**src/rtl/sc_tick_timer.sv**
```systemverilog
// ============================================================================
// Module  : sc_tick_timer
// Brief   : Down-count timer advanced by rising edges of a slow prescaler
//           clock, which is sampled as data, synchronized and edge-detected.
// Revision: 1.0 - initial release
// ============================================================================
`default_nettype none

module sc_tick_timer #(
  parameter int WIDTH = 8
) (
  input  logic             SC_TICKTIMER_CLOCK_50,
  input  logic             SC_TICKTIMER_RESET_InLow,
  input  logic             SC_TICKTIMER_TICKCLOCK_In,
  input  logic             SC_TICKTIMER_START_In,
  input  logic             SC_TICKTIMER_PAUSE_In,
  input  logic [WIDTH-1:0] SC_TICKTIMER_PRESET_In,
  output logic [WIDTH-1:0] SC_TICKTIMER_COUNT_Out,
  output logic             SC_TICKTIMER_BUSY_Out,
  output logic             SC_TICKTIMER_DONE_Out,
  output logic             SC_TICKTIMER_TICK_Out
);

  localparam logic [1:0] S_IDLE  = 2'd0;
  localparam logic [1:0] S_RUN   = 2'd1;
  localparam logic [1:0] S_PAUSE = 2'd2;

  logic             r_sync1;
  logic             r_sync2;
  logic             r_prev;
  logic             r_tick;
  logic [1:0]       r_state;
  logic [WIDTH-1:0] r_count;
  logic             r_done;

  logic [1:0]       w_state_next;
  logic [WIDTH-1:0] w_count_next;
  logic             w_done_next;
  logic             w_busy;

  // State register, including the tick synchronizer and edge detector.
  always_ff @(posedge SC_TICKTIMER_CLOCK_50 or negedge SC_TICKTIMER_RESET_InLow) begin
    if (!SC_TICKTIMER_RESET_InLow) begin
      r_sync1 <= 1'b0;
      r_sync2 <= 1'b0;
      r_prev  <= 1'b0;
      r_tick  <= 1'b0;
      r_state <= S_IDLE;
      r_count <= '0;
      r_done  <= 1'b0;
    end else begin
      r_sync1 <= SC_TICKTIMER_TICKCLOCK_In;
      r_sync2 <= r_sync1;
      r_prev  <= r_sync2;
      r_tick  <= r_sync2 & ~r_prev;
      r_state <= w_state_next;
      r_count <= w_count_next;
      r_done  <= w_done_next;
    end
  end

  // Next-state logic: START beats PAUSE, PAUSE beats a pending tick.
  always_comb begin
    w_state_next = r_state;
    w_count_next = r_count;
    w_done_next  = 1'b0;
    if (SC_TICKTIMER_START_In) begin
      w_count_next = SC_TICKTIMER_PRESET_In;
      if (SC_TICKTIMER_PRESET_In == '0) begin
        w_done_next  = 1'b1;
        w_state_next = S_IDLE;
      end else begin
        w_state_next = S_RUN;
      end
    end else begin
      case (r_state)
        S_IDLE: begin
        end
        S_RUN: begin
          if (SC_TICKTIMER_PAUSE_In) begin
            w_state_next = S_PAUSE;
          end else if (r_tick && (r_count != '0)) begin
            w_count_next = r_count - WIDTH'(1);
            if (r_count == WIDTH'(1)) begin
              w_done_next  = 1'b1;
              w_state_next = S_IDLE;
            end
          end
        end
        S_PAUSE: begin
          if (!SC_TICKTIMER_PAUSE_In) begin
            w_state_next = S_RUN;
          end
        end
        default: begin
          w_state_next = S_IDLE;
        end
      endcase
    end
  end

  always_comb begin
    w_busy = (r_state != S_IDLE);
  end

  assign SC_TICKTIMER_COUNT_Out = r_count;
  assign SC_TICKTIMER_BUSY_Out  = w_busy;
  assign SC_TICKTIMER_DONE_Out  = r_done;
  assign SC_TICKTIMER_TICK_Out  = r_tick;

endmodule

`default_nettype wire

```
**config.mk**
```make
export PLATFORM = sky130hd
export DESIGN_NAME = sc_tick_timer
export DESIGN_NICKNAME = d
export VERILOG_FILES = /design/src/rtl/sc_tick_timer.sv
export SDC_FILE = /design/constraint.sdc
export NUM_CORES = 1
export LEC_CHECK = 0
export ABC_CLOCK_PERIOD_IN_PS = 1540
export BUFFER_PORTS_ARGS = -buffer_cell sky130_fd_sc_hd__buf_2
export CAP_MARGIN = 20
export CORE_MARGIN = 1.5
export CORE_UTILIZATION = 45
export CTS_CLUSTER_SIZE = 16
export DETAILED_ROUTE_END_ITERATION = 10
export GPL_TIMING_DRIVEN = 0
export PLACE_DENSITY = 0.73
export SLEW_MARGIN = 20
export SYNTH_ARGS = -nofsm -noshare
export SYNTH_HDL_FRONTEND = slang
export SYNTH_SLANG_ARGS = --single-unit
```
**constraint.sdc**
```tcl
create_clock -name SC_TICKTIMER_CLOCK_50 -period 1.54 [get_ports SC_TICKTIMER_CLOCK_50]
set_input_delay 0.231 -clock SC_TICKTIMER_CLOCK_50 [delete_from_list [all_inputs] [get_ports SC_TICKTIMER_CLOCK_50]]
set_output_delay 0.231 -clock SC_TICKTIMER_CLOCK_50 [all_outputs]
set_load 0.02 [all_outputs]
```
# ---- Word-level counts from Yosys, hierarchy flattened
# Index checks and enable logic that the tools add are counted.
dict set report totals {
  ff_bits 15
  input_bits 13
  out_inout_bits 11
  wordCells 44
}
dict set report classes {
  n_addsub 1
  eq_ne 8
  mux 17
  n_bitwise 2
  reduce_logical 9
}
# cell n
set ops {}
lappend ops {{2-to-1 mux 8 bit} 4}
lappend ops {{2-to-1 mux 2 bit} 5}
lappend ops {{equality test 8 x 1 -> 1 bit (second input constant)} 1}
lappend ops {{zero test 8 bit} 1}
lappend ops {{inequality test 4 bit (second input constant)} 2}
lappend ops {{nonzero test 8 bit} 1}
lappend ops {{subtractor 8 x 1 -> 8 bit (second input constant)} 1}
lappend ops {{2-to-1 mux 1 bit} 7}
lappend ops {{case mux 2 bit (3 select lines)} 1}
lappend ops {{nonzero test 2 bit} 3}
lappend ops {{inequality test 2 bit (second input constant)} 2}
lappend ops {{AND reduction 4 bit} 1}
lappend ops {{inequality test 3 bit (second input constant)} 1}
lappend ops {{AND reduction 3 bit} 1}
lappend ops {{equality test 2 x 1 -> 1 bit (second input constant)} 1}
lappend ops {{equality test 2 bit (second input constant)} 1}
lappend ops {{zero test 2 bit} 1}
lappend ops {{AND 1 bit} 1}
lappend ops {{logical AND 1 bit} 1}
lappend ops {{NOT 1 bit} 1}

# ---- Depth between registers and ports, before layout
# Gate-level depths: netlist of run 1.
dict set report depth {
  word_depth 6
  mapped_depth 6
}

# ---- Worst setup path before layout of run 1
# No wires, ideal clock.
dict set report synth_timing {
  path_type {reg2reg}
  from {register r_count[0], in the netlist SC_TICKTIMER_COUNT_Out[0]}
  to {register r_count[4], in the netlist SC_TICKTIMER_COUNT_Out[4]}
  setup_ps 99
  arrival_ps 1707
  required_ps 1441
  setup_slack_ps -266
  path_stages_with_launch 7
  n_path_buf 0
  path_cell_list {dfrtp_1 inv_1 ha_1 nor4b_2 a211oi_2 a211oi_1 a311oi_1}
}
dict set report synth_between {
  elab_chain_len 5
  elab_cells_between_ends 9
  classes_between {add/sub: 1; mux: 4; reduce/logical: 4}
}
# item line
set synth_lines {}
lappend synth_lines {{from (decl)} 33} ;# logic [WIDTH-1:0] r_count;
lappend synth_lines {{from (signal assigned)} 57} ;# r_count <= w_count_next;
lappend synth_lines {{subtractor 8 x 1 -> 8 bit} 83} ;# w_count_next = r_count - WIDTH'(1);
lappend synth_lines {{2-to-1 mux 8 bit} 82} ;# end else if (r_tick && (r_count != '0)) begin
lappend synth_lines {{2-to-1 mux 8 bit} 80} ;# if (SC_TICKTIMER_PAUSE_In) begin
lappend synth_lines {{2-to-1 mux 8 bit} 76} ;# case (r_state)
lappend synth_lines {{2-to-1 mux 8 bit} 67} ;# if (SC_TICKTIMER_START_In) begin
# Several ways; a longest one is shown, not always the timed one. The select of a mux whose other input is x is not followed.
# A chain may end at the register's enable or synchronous reset.

# ---- Worst setup path after layout of run 1
dict set report layout_timing {
  from {register r_count[1], in the netlist SC_TICKTIMER_COUNT_Out[1]}
  to {register r_count[4], in the netlist SC_TICKTIMER_COUNT_Out[4]}
}
# Same word-level chain as after synthesis.

==> qor.csv, run 1 <==
metric;value;unit
rows;15;
routed_wl;2620;um
wl_per_cell;16.4;um
synth_flop_cell;dfrtp_1;
fin_ws;-0.0854;ns
worstMarginPinSlew;0.503;ns
vias;917;
violations;negative setup slack;
coreArea;1780;um^2
final_cells;160;
power.density;853;nW/um^2
critical_path_required;1.74;ns
cts_num_sinks;15;
cts_tree;done;
synth_common_cells;15 x dfrtp_1, 6 x ha_1, 6 x inv_1, 6 x o21ai_1, 5 x a21oi_1;
worst_clock_skew;0.00538;ns
timing.hold.ws;0.0279;ns
die_area;2260;um^2
diodes;0;
grt_pass1_wl;3460;um
p_leak;0.576;nW
slew_violations;0;
numCtsBuffers;3;
worst-path-stages;7;
max_stage_delay;0.44;ns
drtIter0Drc;34;
place.detailed.hpwl;1540;um
worst-setup-path-type;reg2reg;
root_buffer;clkbuf_4;
ys_ff_latch;15;
r2r_start;SC_TICKTIMER_COUNT_Out[1]$_DFFE_PN0P_;
slew_headroom;66.5;%
fmax;615;MHz
yosysMostFrequentCell;dfrtp_1;
status;finished, violations left;
synthesis.instances;90;
die_width;47.5;um
numPlacedInstances;138;
yosysSeqAreaShare;42.1;%
r2r_slack;-0.09;ns
synth_top_area_share;42.1;%
num-nets-final;155;
crit_buf_inv;3;
cts_max_level;1;
clock_latency;0.30;ns
drtAntennaViolNets;0;
cp_top_family;flip-flops;
cts_buffer_depth;2;
design_area;1350;um^2
place_congestion;0.878;
syn-num-nets;109;
avgSynthCellArea;9.90;um^2
yosysWarnings;0;
p_total;0.00115;W
critPathSlowestCell;dfrtp_2;
hold_violations;0;
grt_overflow;0;
drive_gt1_share;49.6;%
drv_cap;0;
dpl_cell_area;1070;um^2
min_period_over_period;106;%
drc_errors;0;
grt_max_degree;16;
ioPinCount;24;
path_cells;inv_4 -> ha_4 -> nor4b_4 -> buf_4 -> a211oi_4 -> buf_6 -> a311oi_2;
r2r-end;SC_TICKTIMER_COUNT_Out[4]$_DFFE_PN0P_;
rsz0062_at_grt;yes;
startpoint;SC_TICKTIMER_COUNT_Out[1]$_DFFE_PN0P_;
vias_per_cell;5.73;
reg2regPathDepth;7;
holdCritPathClass;in2reg;
layout_min_cycle_time;1.63;ns
cp_max_fo;5;
synth_edf_count;0;
critPathCaptureType;flip-flop;
finalSetupTns;-0.372;ns
die_y;47.5;um
fillers;115;
crit_end;SC_TICKTIMER_COUNT_Out[4]$_DFFE_PN0P_;
finalSetupViolCount;7;
synth_area_leader_cell;dfrtp_1;
area_growth;51.8;%
synth_cell_types;33;
initial_core_util;50.0;%
synth.cell_area;891;um^2
antenna_found_initial;0;
synth_area_leaders;dfrtp_1 42%, ha_1 8.4%, mux2i_1 3.4%;
grt_use_total;22.5;%
ys_async_sr_fraction;100;%
vdd_drop_max;738;uV
firstDrtPassIters;4;
first_global_vias;783;
cp-start-kind;flip-flop;
io_buffer_count;23;
cp.arrival;1.83;ns
clkSlewWorstSetupHoldPaths;0.10;ns
layer usage:
| metal | vias up | wire length [um] | global-route usage (%) | part of all wire [%] |
|---|---|---|---|---|
| met3 | 6 | 211 | 3.77 | 8.1 |
| met4 | 0 | 38 | 8.33 | 1.5 |
| met1 | 439 | 1030 | 29.0 | 39 |
| li1 | 421 | - | - | - |
| met2 | 51 | 1340 | 37.8 | 51 |
| met5 | - | 0 | 0 | 0 |
report_power, final:
group / internal [W] / switching (W) / total, W / leakage, nW
Sequential: 0.000430 / 0.0000520 / 0.000482 / 0.178
Clock: 0.0000990 / 0.000149 / 0.000248 / 0.0139
Combinational: 0.000196 / 0.000228 / 0.000424 / 0.384
worst register-to-register path, stage by stage, from the launching register on:
cell and delay, ns:
dfrtp_2 0.44, inv_4 0.07, ha_4 0.15, nor4b_4 0.25, buf_4 0.18, a211oi_4 0.06
buf_6 0.13, a311oi_2 0.25
logic make-up (layout without fill, tap and decap cells):
kind of cell | count (synthesis) | in the layout | synth area share, %
simple gates | 31 | 31 | 21.8
compound gates | 23 | 23 | 17.6
flops | 15 | 15 | 42.1
buf+inv | 9 | 54 | 3.79
fa+ha+maj | 6 | 6 | 8.43
xor+xnor | 3 | 3 | 2.95
mux | 3 | 3 | 3.37
cells in the final DEF, fill, tap and decap left out, types with 2 or more instances in the layout:
cell and instances:
buf_4 14, xnor2_1 2, buf_6 3, nor4_4 2, nand3_1 2, dfrtp_1 11, nor2b_1 4, mux2i_1 3
inv_2 3, clkbuf_1 2, buf_2 22, nor2_1 4, inv_1 3, ha_1 4, nor3_1 4, nand2b_1 2
dfrtp_2 4, a21oi_1 3, ha_4 2, nand2_1 4, nor4_1 2, clkbuf_4 3, o21ai_1 5, or3_4 2
worst min-delay path by stage:
stage                                   start                                     to  slack, ns  depth (start not counted)
global placement     SC_TICKTIMER_RESET_InLow  SC_TICKTIMER_COUNT_Out[7]$_DFFE_PN0P_       0.15                          1
global route        SC_TICKTIMER_TICKCLOCK_In                      r_sync1$_DFF_PN0_       0.02                          1
CTS                 SC_TICKTIMER_TICKCLOCK_In                      r_sync1$_DFF_PN0_       0.02                          1
finish              SC_TICKTIMER_TICKCLOCK_In                      r_sync1$_DFF_PN0_       0.03                          1
detailed placement   SC_TICKTIMER_RESET_InLow  SC_TICKTIMER_COUNT_Out[7]$_DFFE_PN0P_       0.16                          1
floorplan            SC_TICKTIMER_RESET_InLow  SC_TICKTIMER_COUNT_Out[0]$_DFFE_PN0P_      -0.06                          0
layout make-up:
cell class	instances	area, um^2	share of cell area (%)
flip-flops and latches	15	380	28.1
inverters	7	28.8	2.13
plain buffers	2	7.51	0.555
clock inverters	1	7.51	0.555
multi-input cells	66	596	44.0
clock buffers	3	22.5	1.67
well taps	25	31.3	2.31
repair buffers	41	279	20.6
repair_timing:
action                     CTS  global route
hold endpoints to repair    15             0
pin swaps                    3            11
setup buffers                8             9
hold buffers                 1             0
resized for setup            8            12
setup endpoints to repair   10            10
flip-flops by register name, summed over array words and instances, names as in the netlist:
register / flops
r_sync2: 1
r_sync1: 1
r_prev: 1
SC_TICKTIMER_DONE_Out: 1
SC_TICKTIMER_COUNT_Out: 8
SC_TICKTIMER_TICK_Out: 1
r_state: 2
through the flow:
step                      setup slack, ns  util (%)
after floorplan                  -0.00807         -
after global placement             -0.137      59.9
after detailed placement           -0.199      59.9
after CTS                         -0.0310      67.4
after global routing               -0.123      75.9
final                             -0.0854      75.9
(Power assumes the default switching activity.)
==> run 2: changes to the inputs <==
ABC_AREA = 1   (was default)
CORE_UTILIZATION = 47   (was 45)
HOLD_SLACK_MARGIN = 0.02   (was default)
PLACE_DENSITY = 0.74   (was 0.73)
==> run 2 against run 1 <==
Compared with the run above: the run now ends clean; maximum frequency increased by 11%; synthesized cell count increased by 54%; critical endpoint unchanged; clock skew decreased by 0.0030 ns; largest cell class unchanged.
==> qor.csv, run 2 <==
metric;value;unit;change
hold_depth;1;;unchanged
holdCritPathClass;in2reg;;unchanged
design_area;1210;um^2;was 1350 um^2
drtIter0Drc;20;;was 34
diodes;0;;unchanged
multiInputGateArea;549;um^2;was 596 um^2
cts_buffer_depth;2;;unchanged
hold_violations;0;;unchanged
cp-start-kind;flip-flop;;unchanged
synth_common_cells;38 x nand2_1, 17 x nor2_1, 16 x inv_1;;was 15 x dfrtp_1, 6 x ha_1, 6 x inv_1, 6 x o21ai_1, 5 x a21oi_1
mostFrequentLayoutCell;nand2_1;;was buf_2
numCtsBuffers;3;;unchanged
finalSetupTns;0;ns;was -0.372 ns
syn-num-nets;158;;was 109
fillers;189;;was 115
drive_gt1_share;31.5;%;was 49.6%
root_buffer;clkbuf_4;;unchanged
layout_min_cycle_time;1.47;ns;was 1.63 ns
synth_cell_types;20;;was 33
critPathCaptureType;flip-flop;;unchanged
synth_area_leader_cell;dfrtp_1;;unchanged
fmax;682;MHz;was 615 MHz
ys_ff_latch;15;;unchanged
ys_async_sr_fraction;100;%;unchanged
yosysMostFrequentCell;nand2_1;;was dfrtp_1
grt_max_degree;16;;unchanged
r2r_slack;0.07;ns;was -0.09 ns
initial_core_util;50.6;%;was 50.0%
coreArea;2000;um^2;was 1780 um^2
first_global_vias;903;;was 783
yosysWarnings;0;;unchanged
finalSetupViolCount;0;;was 7
grt_use_total;19.7;%;was 22.5%
hold_end;r_sync1$_DFF_PN0_;;unchanged
grt_pass1_wl;3710;um;was 3460 um
antenna_found_initial;0;;unchanged
p_total;0.00129;W;was 0.00115 W
cts_num_sinks;15;;unchanged
synth_top_area_share;37.0;%;was 42.1%
ioPinCount;24;;unchanged
slew_violations;0;;unchanged
synthesis.instances;139;;was 90
place.detailed.hpwl;1640;um;was 1540 um
synth_flop_cell;dfrtp_1;;unchanged
cts_tree;done;;unchanged
clock_latency;0.28;ns;was 0.30 ns
die_width;49.4;um;was 47.5 um
hp-start;SC_TICKTIMER_TICKCLOCK_In;;unchanged
r2r-end;SC_TICKTIMER_COUNT_Out[4]$_DFFE_PN0P_;;unchanged
cp_max_fo;10;;was 5
status;completed;;was finished, violations left
dpl_cell_area;1160;um^2;was 1070 um^2
drv_cap;0;;unchanged
die_y;49.4;um;was 47.5 um
routed_wl;2130;um;was 2620 um
reg2regPathDepth;10;;was 7
cp.arrival;1.64;ns;was 1.83 ns
synth_area_leaders;dfrtp_1 37%, nand2_1 14%, ha_1 7.4%;;was dfrtp_1 42%, ha_1 8.4%, mux2i_1 3.4%
largest_reg_flops;8;;unchanged
mostFrequentLayoutCells;38 x nand2_1, 24 x buf_2, 16 x nor2_1;;was 22 x buf_2, 14 x buf_4, 11 x dfrtp_1
drtAntennaViolNets;0;;unchanged
slew_headroom;77.5;%;was 66.5%
fin_util;60.4;%;was 75.9%
grt_overflow;0;;unchanged
r2r_start;SC_TICKTIMER_COUNT_Out[0]$_DFFE_PN0P_;;was SC_TICKTIMER_COUNT_Out[1]$_DFFE_PN0P_
critical_path_required;1.72;ns;was 1.74 ns
rows;16;;was 15
area_growth;19.4;%;was 51.8%
worstMarginPinSlew;0.337;ns;was 0.503 ns
vias_per_cell;4.99;;was 5.73
power.density;1070;nW/um^2;was 853 nW/um^2
p_leak;0.676;nW;was 0.576 nW
regArea;375;um^2;was 380 um^2
wl_per_cell;10.9;um;was 16.4 um
num-nets-final;188;;was 155
clkSlewWorstSetupHoldPaths;0.10;ns;about the same
worst_clock_skew;0.00235;ns;was 0.00538 ns
rsz0062_at_grt;no;;was yes
io_buffer_count;23;;unchanged
drc_errors;0;;unchanged
place_congestion;0.879;;was 0.878
firstDrtPassIters;4;;unchanged
worst-setup-path-type;reg2reg;;unchanged
avgSynthCellArea;7.29;um^2;was 9.90 um^2
synth.cell_area;1010;um^2;was 891 um^2
vias;973;;was 917
yosysSeqAreaShare;37.0;%;was 42.1%
synth_edf_count;0;;unchanged
min_period_over_period;95.2;%;was 106%
die_area;2440;um^2;was 2260 um^2
vdd_drop_max;506;uV;was 738 uV
cts_max_level;1;;unchanged
==> run 2: changes by cell type in the layout (fill, tap and decap cells not counted), sizes merged, moves of 4 or more <==
cell and change:
nor2 +16, nor4 -4, nor3 -5, nor2b -4, inv +13, nand3 +13
buf -14, nand2 +42
==> run 2: worst max-delay path by stage <==
stage	depth (start not counted)	to	slack (ns)	from
detailed placement	10	SC_TICKTIMER_COUNT_Out[2]$_DFFE_PN0P_	0.03	SC_TICKTIMER_COUNT_Out[0]$_DFFE_PN0P_
floorplan	10	SC_TICKTIMER_COUNT_Out[1]$_DFFE_PN0P_	0.06	SC_TICKTIMER_COUNT_Out[0]$_DFFE_PN0P_
global placement	10	SC_TICKTIMER_COUNT_Out[2]$_DFFE_PN0P_	0.05	SC_TICKTIMER_COUNT_Out[0]$_DFFE_PN0P_
global route	10	SC_TICKTIMER_COUNT_Out[4]$_DFFE_PN0P_	0.01	SC_TICKTIMER_COUNT_Out[0]$_DFFE_PN0P_
CTS	10	SC_TICKTIMER_COUNT_Out[4]$_DFFE_PN0P_	0.02	SC_TICKTIMER_COUNT_Out[1]$_DFFE_PN0P_
finish	10	SC_TICKTIMER_COUNT_Out[4]$_DFFE_PN0P_	0.07	SC_TICKTIMER_COUNT_Out[0]$_DFFE_PN0P_
==> run 2: power breakdown <==
| group | internal, W | switching, W | leakage, nW |
|---|---|---|---|
| clock | 0.0000963 | 0.000134 | 0.0177 |
| combinational | 0.000194 | 0.000346 | 0.472 |
| sequential | 0.000451 | 0.0000692 | 0.186 |
==> run 2: kinds of logic after synthesis <==
group | share of synthesized area (%)
AOI/OAI and AO/OA | 8.52
buffers and inverters | 9.01
and+or+nand+nor | 38.0
DFF | 37.0
adders and majority gates | 7.41
==> run 2: timing repair <==
action                                 CTS  global route
buffers inserted                         0             1
endpoints found under the hold margin   15             0
resized for setup                        1             2
hold buffers                             1             0
setup endpoints to repair                1             8
==> run 2: area by class of cell <==
class                   instances  area share, %
plain buffers                   2           1.34
clock buffers                   3           1.86
clock inverters                 1          0.414
inverters                      20           6.20
multi-input cells             102           45.4
flip-flops and latches         15           31.0
well taps                      27           2.79
repair buffers                 25           11.0
==> run 2: per-stage QoR <==
step / setup slack [ns] / hold slack (ns) / instances
after floorplan: 0.0577 / -0.0646 / 139
after global placement: 0.0463 / 0.151 / 189
after detailed placement: 0.0300 / 0.155 / 189
after CTS: 0.0234 / 0.0443 / 194
after global routing: 0.00997 / 0.0248 / 195
final: 0.0739 / 0.0502 / 195
==> run 2: critical path, cell delays in order, from the launching register on <==
cell,delay (ns)
dfrtp_1,0.43
inv_2,0.11
ha_1,0.15
inv_1,0.05
nor2_2,0.14
nand2_4,0.08
nand3_4,0.07
nand2_4,0.05
buf_6,0.15
nand2_1,0.07
nand2_1,0.06
==> run 2: per-layer routing <==
layer / share of wire, % / global-route usage, % / vias to the layer above / routed length, um
li1: - / - / 496 / -
met1: 46 / 23.4 / 454 / 985
met2: 48 / 34.7 / 19 / 1030
met3: 3.6 / 3.99 / 4 / 76
met4: 1.7 / 7.41 / 0 / 37
met5: 0 / 0 / - / 0
